`config.mk`:
```
export PLATFORM = sky130hd
export DESIGN_NAME = sysx_slave_endpoint_flat
export DESIGN_NICKNAME = d
export VERILOG_FILES = /design/src/rtl/sysx_slave_endpoint_if.sv /design/src/rtl/sysx_slave_endpoint.sv /design/src/flat_wrapper.sv
export SDC_FILE = /design/constraint.sdc
export NUM_CORES = 1
export LEC_CHECK = 0
export CORE_AREA = 5 5 139 141
export DETAILED_ROUTE_END_ITERATION = 10
export DIE_AREA = 0 0 144 146
export PLACE_DENSITY = 0.59
export SLEW_MARGIN = 5
export SYNTH_ARGS = -nofsm -noshare
export SYNTH_HDL_FRONTEND = slang
export SYNTH_SLANG_ARGS = --single-unit
```
`constraint.sdc`:
```
create_clock -name iClk -period 2.1 [get_ports iClk]
set_input_delay 0.315 -clock iClk [delete_from_list [all_inputs] [get_ports iClk]]
set_output_delay 0.315 -clock iClk [all_outputs]
set_load 0.05 [all_outputs]
```
`src/rtl/sysx_slave_endpoint_if.sv`:
```
// sysX slave endpoint signal bundle: serial bus pins plus local rx/tx word ports.
// Latency: none, wires only.
// Backpressure: tx side is valid/ready; rx side has none (strobe only).
interface sysx_slave_endpoint_if;
    logic        iBusClock;
    logic [1:0]  iBusSelect;
    logic [7:0]  iBusMOSI;
    logic [7:0]  oBusMISO;
    logic        oBusMISOEn;
    logic        oBusInterrupt;
    logic [31:0] oRxData;
    logic        oRxValid;
    logic        oFrameError;
    logic [31:0] iTxData;
    logic        iTxValid;
    logic        oTxReady;

    // endpoint side
    modport slave (
        input  iBusClock, iBusSelect, iBusMOSI, iTxData, iTxValid,
        output oBusMISO, oBusMISOEn, oBusInterrupt, oRxData, oRxValid,
               oFrameError, oTxReady
    );

    // bus master / local host side
    modport master (
        output iBusClock, iBusSelect, iBusMOSI, iTxData, iTxValid,
        input  oBusMISO, oBusMISOEn, oBusInterrupt, oRxData, oRxValid,
               oFrameError, oTxReady
    );
endinterface

```
`src/rtl/sysx_slave_endpoint.sv`:
```
// sysX v1 slave endpoint: oversampled bus clock, 4-byte MOSI deserialiser, MISO serialiser.
// Latency: pin edge -> event 2 iClk; oRxValid/oRxData 3 iClk after Store pin rise; MISO 3 iClk after pin fall.
// Backpressure: tx holding register is valid/ready (ready = empty); rx has none, new commit overwrites.
module sysx_slave_endpoint #(
    parameter logic [1:0] pSelectId = 2'h1
) (
    input  logic                  iClk,
    input  logic                  iReset,
    sysx_slave_endpoint_if.slave  bus
);

    typedef enum logic [2:0] {
        ST_IDLE, ST_ARMED, ST_DATA, ST_COMMIT, ST_DONE, ST_LOCKOUT
    } state_t;

    // synchronisers (never reset so edge history survives a local reset)
    logic        clk_s1_q, clk_s2_q, clk_s3_q;
    logic        clk_s1_d, clk_s2_d, clk_s3_d;
    logic [1:0]  sel_s1_q, sel_s2_q, sel_s1_d, sel_s2_d;
    logic [7:0]  mosi_s1_q, mosi_s2_q, mosi_s1_d, mosi_s2_d;

    // frame and holding state
    state_t      state_q, state_d;
    logic [1:0]  byte_cnt_q, byte_cnt_d;
    logic [31:0] rx_shift_q, rx_shift_d;
    logic [31:0] tx_shift_q, tx_shift_d;
    logic        used_hold_q, used_hold_d;
    logic [31:0] hold_q, hold_d;
    logic        hold_full_q, hold_full_d;
    logic [31:0] rx_data_q, rx_data_d;
    logic        rx_vld_q, rx_vld_d;
    logic        frame_err_q, frame_err_d;
    logic [7:0]  miso_q, miso_d;
    logic        miso_en_q, miso_en_d;

    logic bus_rise, bus_fall, selected, tx_accept;

    assign bus_rise  = clk_s2_q & ~clk_s3_q;
    assign bus_fall  = ~clk_s2_q & clk_s3_q;
    assign selected  = (sel_s2_q == pSelectId);
    assign tx_accept = bus.iTxValid & ~hold_full_q;

    // next-state: synchronisers, frame FSM, MISO serialiser, tx holding register
    always_comb begin
        clk_s1_d    = bus.iBusClock;
        clk_s2_d    = clk_s1_q;
        clk_s3_d    = clk_s2_q;
        sel_s1_d    = bus.iBusSelect;
        sel_s2_d    = sel_s1_q;
        mosi_s1_d   = bus.iBusMOSI;
        mosi_s2_d   = mosi_s1_q;
        state_d     = state_q;
        byte_cnt_d  = byte_cnt_q;
        rx_shift_d  = rx_shift_q;
        tx_shift_d  = tx_shift_q;
        used_hold_d = used_hold_q;
        hold_d      = hold_q;
        hold_full_d = hold_full_q;
        rx_data_d   = rx_data_q;
        rx_vld_d    = 1'b0;
        frame_err_d = 1'b0;
        miso_d      = miso_q;
        miso_en_d   = selected;

        case (state_q)
            ST_IDLE: begin
                if (selected) state_d = ST_ARMED;
            end
            ST_ARMED: begin
                if (!selected) begin
                    state_d     = ST_IDLE;
                    frame_err_d = 1'b1;
                end else if (bus_rise) begin
                    // Load: holding state is sampled before any same-cycle accept
                    tx_shift_d  = hold_full_q ? hold_q : 32'h0BADC0DE;
                    used_hold_d = hold_full_q;
                    byte_cnt_d  = 2'd0;
                    state_d     = ST_DATA;
                end
            end
            ST_DATA: begin
                if (!selected) begin
                    state_d     = ST_IDLE;
                    frame_err_d = 1'b1;
                end else if (bus_rise) begin
                    rx_shift_d[{byte_cnt_q, 3'b000} +: 8] = mosi_s2_q;
                    byte_cnt_d = byte_cnt_q + 2'd1;
                    if (byte_cnt_q == 2'd3) state_d = ST_COMMIT;
                end
            end
            ST_COMMIT: begin
                if (!selected) begin
                    state_d     = ST_IDLE;
                    frame_err_d = 1'b1;
                end else if (bus_rise) begin
                    rx_data_d = rx_shift_q;
                    rx_vld_d  = 1'b1;
                    if (used_hold_q) hold_full_d = 1'b0;
                    state_d = ST_DONE;
                end
            end
            ST_DONE, ST_LOCKOUT: begin
                if (!selected) state_d = ST_IDLE;
            end
            default: state_d = ST_IDLE;
        endcase

        // MISO: next byte LowLow-first on each fall of an active frame
        if (!selected) begin
            miso_d = 8'h00;
        end else if (bus_fall && (state_q == ST_DATA || state_q == ST_COMMIT)) begin
            miso_d     = tx_shift_q[7:0];
            tx_shift_d = {8'h00, tx_shift_q[31:8]};
        end

        // holding register accept; cannot collide with consume (needs full)
        if (tx_accept) begin
            hold_d      = bus.iTxData;
            hold_full_d = 1'b1;
        end
    end

    // state registers; reset while selected parks in LOCKOUT
    always_ff @(posedge iClk) begin
        clk_s1_q  <= clk_s1_d;
        clk_s2_q  <= clk_s2_d;
        clk_s3_q  <= clk_s3_d;
        sel_s1_q  <= sel_s1_d;
        sel_s2_q  <= sel_s2_d;
        mosi_s1_q <= mosi_s1_d;
        mosi_s2_q <= mosi_s2_d;
        if (iReset) begin
            state_q     <= selected ? ST_LOCKOUT : ST_IDLE;
            byte_cnt_q  <= 2'd0;
            rx_shift_q  <= 32'h0;
            tx_shift_q  <= 32'h0;
            used_hold_q <= 1'b0;
            hold_q      <= 32'h0;
            hold_full_q <= 1'b0;
            rx_data_q   <= 32'h0;
            rx_vld_q    <= 1'b0;
            frame_err_q <= 1'b0;
            miso_q      <= 8'h00;
            miso_en_q   <= 1'b0;
        end else begin
            state_q     <= state_d;
            byte_cnt_q  <= byte_cnt_d;
            rx_shift_q  <= rx_shift_d;
            tx_shift_q  <= tx_shift_d;
            used_hold_q <= used_hold_d;
            hold_q      <= hold_d;
            hold_full_q <= hold_full_d;
            rx_data_q   <= rx_data_d;
            rx_vld_q    <= rx_vld_d;
            frame_err_q <= frame_err_d;
            miso_q      <= miso_d;
            miso_en_q   <= miso_en_d;
        end
    end

    assign bus.oBusMISO      = miso_q;
    assign bus.oBusMISOEn    = miso_en_q;
    assign bus.oBusInterrupt = hold_full_q;
    assign bus.oTxReady      = ~hold_full_q;
    assign bus.oRxData       = rx_data_q;
    assign bus.oRxValid      = rx_vld_q;
    assign bus.oFrameError   = frame_err_q;

endmodule

```
`src/flat_wrapper.sv`:
```
// flat-port wrapper written by rule: the top's interface ports become plain ports
module sysx_slave_endpoint_flat 
#(
    parameter logic [1:0] pSelectId = 2'h1
)
  (iClk, iReset, bus_iBusClock, bus_iBusSelect, bus_iBusMOSI, bus_iTxData, bus_iTxValid, bus_oBusMISO, bus_oBusMISOEn, bus_oBusInterrupt, bus_oRxData, bus_oRxValid, bus_oFrameError, bus_oTxReady);
  sysx_slave_endpoint_if bus_i ();
  input  logic iClk;
  input  logic iReset;
  input wire logic [$bits(bus_i.iBusClock)-1:0] bus_iBusClock;
  input wire logic [$bits(bus_i.iBusSelect)-1:0] bus_iBusSelect;
  input wire logic [$bits(bus_i.iBusMOSI)-1:0] bus_iBusMOSI;
  input wire logic [$bits(bus_i.iTxData)-1:0] bus_iTxData;
  input wire logic [$bits(bus_i.iTxValid)-1:0] bus_iTxValid;
  output wire logic [$bits(bus_i.oBusMISO)-1:0] bus_oBusMISO;
  output wire logic [$bits(bus_i.oBusMISOEn)-1:0] bus_oBusMISOEn;
  output wire logic [$bits(bus_i.oBusInterrupt)-1:0] bus_oBusInterrupt;
  output wire logic [$bits(bus_i.oRxData)-1:0] bus_oRxData;
  output wire logic [$bits(bus_i.oRxValid)-1:0] bus_oRxValid;
  output wire logic [$bits(bus_i.oFrameError)-1:0] bus_oFrameError;
  output wire logic [$bits(bus_i.oTxReady)-1:0] bus_oTxReady;
  assign bus_i.iBusClock = bus_iBusClock;
  assign bus_i.iBusSelect = bus_iBusSelect;
  assign bus_i.iBusMOSI = bus_iBusMOSI;
  assign bus_i.iTxData = bus_iTxData;
  assign bus_i.iTxValid = bus_iTxValid;
  assign bus_oBusMISO = bus_i.oBusMISO;
  assign bus_oBusMISOEn = bus_i.oBusMISOEn;
  assign bus_oBusInterrupt = bus_i.oBusInterrupt;
  assign bus_oRxData = bus_i.oRxData;
  assign bus_oRxValid = bus_i.oRxValid;
  assign bus_oFrameError = bus_i.oFrameError;
  assign bus_oTxReady = bus_i.oTxReady;
  sysx_slave_endpoint #(.pSelectId(pSelectId)) u_core (.iClk(iClk), .iReset(iReset), .bus(bus_i));
endmodule
```
==> run_results.csv, run 1 <==
group,metric,value,unit
run_status,run_status,"completed",
floorplanning,pin_count,91,
logic_synthesis,number_of_distinct_library_cell_variants_in_the_gate_level_netlist_after_synthesis,34,
setup_path,endpoint_kind,"output port",
detailed_routing,vias_per_cell,4.819,
clock_tree,clkSinkCount,169,
pwr,pwr-share-clk,43.8,%
floorplanning,die_x,144,µm
logic_synthesis,synth-async-reset-ratio,0,%
pwr,power.combinational.fraction,7.3,%
layout,fin_util,44.11,%
clock_tree,worst_setup_hold_path_clk_slew,60,ps
logic_synthesis,post_synth_main_area_contributors,"sky130_fd_sc_hd__dfxtp_1 54%, sky130_fd_sc_hd__nand2_1 12%, sky130_fd_sc_hd__a21oi_1 9.3%",
placement,io_buffers,90,
logic_synthesis,synth_area,6161,µm²
setup_path,critical-path-slowest-cell,"sky130_fd_sc_hd__clkdlybuf4s50_1",
setup_path,critPathRequiredTime,1780,ps
setup_path,startpoint_type,"flop",
setup_path,cp_max_fo,2,
setup_path,cp_cell_sequence,"clkdlybuf4s50_1",
layout,n_antenna_cell,0,
logic_synthesis,synth_common_cells,"198 x sky130_fd_sc_hd__nand2_1, 166 x sky130_fd_sc_hd__dfxtp_1, 115 x sky130_fd_sc_hd__a21oi_1",
global_route,antenna_found_initial,0,
pwr,power.density_cell_area,896.0,nW/µm²
logic_synthesis,ys_ff_latch,169,
logic_synthesis,post_synth.cell_area_avg,8.498,µm²
global_route,grt_remaining_overflow,0,
placement,gpl.final_weighted_congestion,0.7411,
clock_tree,cts-buffers-inserted,17,
detailed_routing,drt-wirelength-per-cell,13.81,µm
floorplanning,placeableCoreArea,17840,µm²
pwr,p_int,5.406,mW
sta,final_period_utilization,90.53,%
detailed_routing,first_pass_iters,4,
pwr,vdd_ir_drop_max,606.5,µV
sta,maxSlewViolCount,0,
worst_hold_path,hold_class,"in -> reg",
clock_tree,cts_tree,"built",
layout,fill_cells,1824,
sta,hold_viol,0,
pwr,power.static_leakage,2.684,nW
worst_hold_path,timing.hold.worst_path_depth,2,
sta,fin_tns_setup,0,ps
layout,drive_above_1_share,7.626,%
setup_path,cp.depth,1,
global_route,largest_net_degree_at_the_start_of_global_routing,47,
layout,flow.area_growth_from_synthesis,27.72,%
global_route,grt_first_pass_wirelength,24.02,mm
detailed_routing,drt_iter0_drc,244,
setup_path,timing_worst_setup_path_type,"reg -> out",
clock_tree,cts_htree_levels,4,
sta,slew_headroom,65.52,%
sta,unrepaired_setup_endpoints_after_global_routing,"no",
clock_tree,postCtsHoldBufs,0,
floorplanning,die_area,21020,µm²
setup_path,critical-path-top-delay-family,"buffers and inverters",
floorplanning,fp.dieH,146,µm
sta,max_clock_freq,526.0,MHz
floorplanning,placement_rows,49,
sta,actual_transition_at_the_worst_max_transition_pin,515.6,ps
pwr,netSwitchingFraction,23.32,%
logic_synthesis,number_of_synthesized_flops_with_an_enable_pin,3,
global_route,groute.usage.overall,14.16,%
pwr,totalPowerFinal,7.050,mW
pwr,seq_power_share,48.9,%
logic_synthesis,synthesis.yosys.warnings,0,
logic_synthesis,syn_inst,725,
detailed_routing,post-route-drc-count,0,
sta,min_period,1901,ps
layout,finish.net_count,852,
floorplanning,initial_utilization,34.53,%
clock_tree,clock_insertion_delay_worst_skew,420,ps
logic_synthesis,synth.largest_area_cell,"sky130_fd_sc_hd__dfxtp_1",
setup_path,r2r.worst_path.cells,6,
logic_synthesis,synth_flop_cell,"sky130_fd_sc_hd__dfxtp_1",
logic_synthesis,yosysSeqAreaShare,55.40,%
placement,dp_hpwl,9.590,mm
run,drv.max_cap_violation_count,0,
setup_path,crit_buf_inv,1,
setup_path,arrival,1590,ps
clock_tree,cts-root-to-sink-buffers,2,
clock_tree,root_buffer,"sky130_fd_sc_hd__clkbuf_16",
pwr,power_switching,1.644,mW
clock_tree,cts_resized,0,
setup_path,cp_slowest_stage_delay,810,ps
global_route,first_global_vias,4719,
logic_synthesis,yosysTopAreaCellShare,53.94,%
logic_synthesis,yosys.cell_count.top_type,"sky130_fd_sc_hd__nand2_1",
sta,final.setup_skew,8.732,ps
detailed_routing,detail-route-antenna-nets,0,
logic_synthesis,postSynthNetCount,777,
sta,setup_viol_count_final,0,
clock_tree,cts.repair_timing.setup_buffer_count,0,
detailed_routing,vias,5021,
detailed_routing,finalWirelength,14.39,mm
[cell type report]
| cell class | count | area, µm² | share of cell area [%] |
|---|---|---|---|
| timing repair buffer | 114 | 1111 | 14.12 |
| tap | 229 | 286.5 | 3.641 |
| sequential | 169 | 3413 | 43.38 |
| clock inverter | 10 | 117.6 | 1.495 |
| inverter | 4 | 15.01 | 0.1908 |
| multi-input combinational | 494 | 2451 | 31.15 |
| clock buffer | 22 | 474.2 | 6.026 |
[final timing paths]
check,startpoint,endpoint,slack (ps)
min reg2reg,u_core.sel_s1_q[1],u_core.sel_s2_q[1],330
max reg2reg,u_core.byte_cnt_q[0],u_core.rx_shift_q[13],350
min,iReset,u_core.bus.oRxValid,300
max,u_core.bus.oBusMISO[0],bus_oBusMISO[0],200
[kinds of logic after synthesis]
| family | synth area share [%] |
|---|---|
| AO/OA/AOI/OAI | 13.38 |
| multiplexers | 0.1828 |
| adder cells (fa/ha/maj) | 1.218 |
| XOR/XNOR | 0.1422 |
| buffers and inverters | 4.854 |
| flip-flops | 55.40 |
| AND/OR/NAND/NOR | 24.82 |
[stage by stage]
stage / worst slack (ps) / cell area [µm²] / std cells / hold slack [ps]
global placement: 359.1 / 7277 / 1010 / 310.7
CTS: 148.5 / 7869 / 1042 / 277.2
detailed placement: 356.0 / 7277 / 1010 / 312.1
floorplan: 105.8 / 6161 / 725 / 309.6
global route: 123.9 / 7869 / 1042 / 305.3
finish: 199.0 / 7869 / 1042 / 296.8
[power groups by stage]
stage	Clock [mW]	Combinational [mW]	Sequential, mW
after CTS	3.17	0.520	3.45
final	3.09	0.513	3.45
after global placement	0	0.516	3.52
after global routing	3.30	0.570	3.46
after detailed placement	0	0.519	3.52
after floorplan	0	0.365	3.47
[metal layers]
layer  GRT usage [%]  vias to the layer above  wire length (µm)
met5               0                        -                 0
met4           5.226                        0               231
met3           3.713                       20               681
met2           21.93                       82              6766
met1           18.94                     2306              6709
li1                -                     2613                 -
[sequential cells by signal (all words and copies together) (netlist names)]
name	count
u_core.bus.oRxValid	1
u_core.bus.oFrameError	1
u_core.sel_s1_q	2
u_core.sel_s2_q	2
u_core.clk_s1_q	1
u_core.rx_shift_q	32
u_core.mosi_s2_q	8
u_core.bus.oBusMISOEn	1
u_core.used_hold_q	1
u_core.bus.oBusMISO	8
u_core.mosi_s1_q	8
u_core.bus.oRxData	32
u_core.tx_shift_q	32
u_core.clk_s3_q	1
u_core.hold_q	32
u_core.bus.oBusInterrupt	1
u_core.byte_cnt_q	2
u_core.clk_s2_q	1
u_core.state_q	3
[cells in the final DEF, fill, tap and decap left out, types with 2 or more instances in the layout]
cell / netlist / routed
sky130_fd_sc_hd__nand2_1: 198 / 198
sky130_fd_sc_hd__dfxtp_1: 166 / 166
sky130_fd_sc_hd__a21oi_1: 115 / 115
sky130_fd_sc_hd__clkdlybuf4s50_1: 0 / 87
sky130_fd_sc_hd__nor2_1: 34 / 34
sky130_fd_sc_hd__nand4_1: 32 / 32
sky130_fd_sc_hd__buf_4: 10 / 24
sky130_fd_sc_hd__nand3_1: 22 / 22
sky130_fd_sc_hd__nor3_1: 21 / 21
sky130_fd_sc_hd__nand2b_1: 17 / 17
sky130_fd_sc_hd__clkbuf_16: 0 / 17
sky130_fd_sc_hd__o32ai_1: 13 / 13
sky130_fd_sc_hd__a311oi_1: 11 / 11
sky130_fd_sc_hd__ha_1: 6 / 6
sky130_fd_sc_hd__nor3b_1: 4 / 4
sky130_fd_sc_hd__inv_1: 3 / 3
sky130_fd_sc_hd__o21ai_0: 3 / 3
sky130_fd_sc_hd__nor2b_1: 4 / 3
sky130_fd_sc_hd__clkbuf_8: 0 / 3
sky130_fd_sc_hd__clkinv_4: 0 / 3
sky130_fd_sc_hd__buf_12: 0 / 3
sky130_fd_sc_hd__edfxtp_1: 3 / 3
sky130_fd_sc_hd__and3_1: 2 / 2
sky130_fd_sc_hd__and2_1: 2 / 2
sky130_fd_sc_hd__clkinv_2: 0 / 2
sky130_fd_sc_hd__clkbuf_1: 26 / 2
sky130_fd_sc_hd__bufinv_16: 0 / 2
sky130_fd_sc_hd__clkinvlp_4: 0 / 2
Note: power is estimated with default switching activity, not from simulation.
==> inputs of run 2 (changes only) <==
--- a/config.mk
+++ b/config.mk
@@ -6,6 +6,7 @@
 export NUM_CORES = 1
 export LEC_CHECK = 0
 export CORE_AREA = 5 5 139 141
+export CTS_CLUSTER_DIAMETER = 40
 export DETAILED_ROUTE_END_ITERATION = 10
 export DIE_AREA = 0 0 144 146
 export PLACE_DENSITY = 0.59
==> results of run 2 <==
Same layout as run 1: the final DEF is identical, and so are final timing and power.
==> inputs of run 3 (changes only) <==
--- a/config.mk
+++ b/config.mk
@@ -5,6 +5,7 @@
 export SDC_FILE = /design/constraint.sdc
 export NUM_CORES = 1
 export LEC_CHECK = 0
+export ABC_CLOCK_PERIOD_IN_PS = 2100
 export CORE_AREA = 5 5 139 141
 export CTS_CLUSTER_DIAMETER = 40
 export DETAILED_ROUTE_END_ITERATION = 10
==> results of run 3 <==
Same layout as run 1: the final DEF is identical, and so are final timing and power.
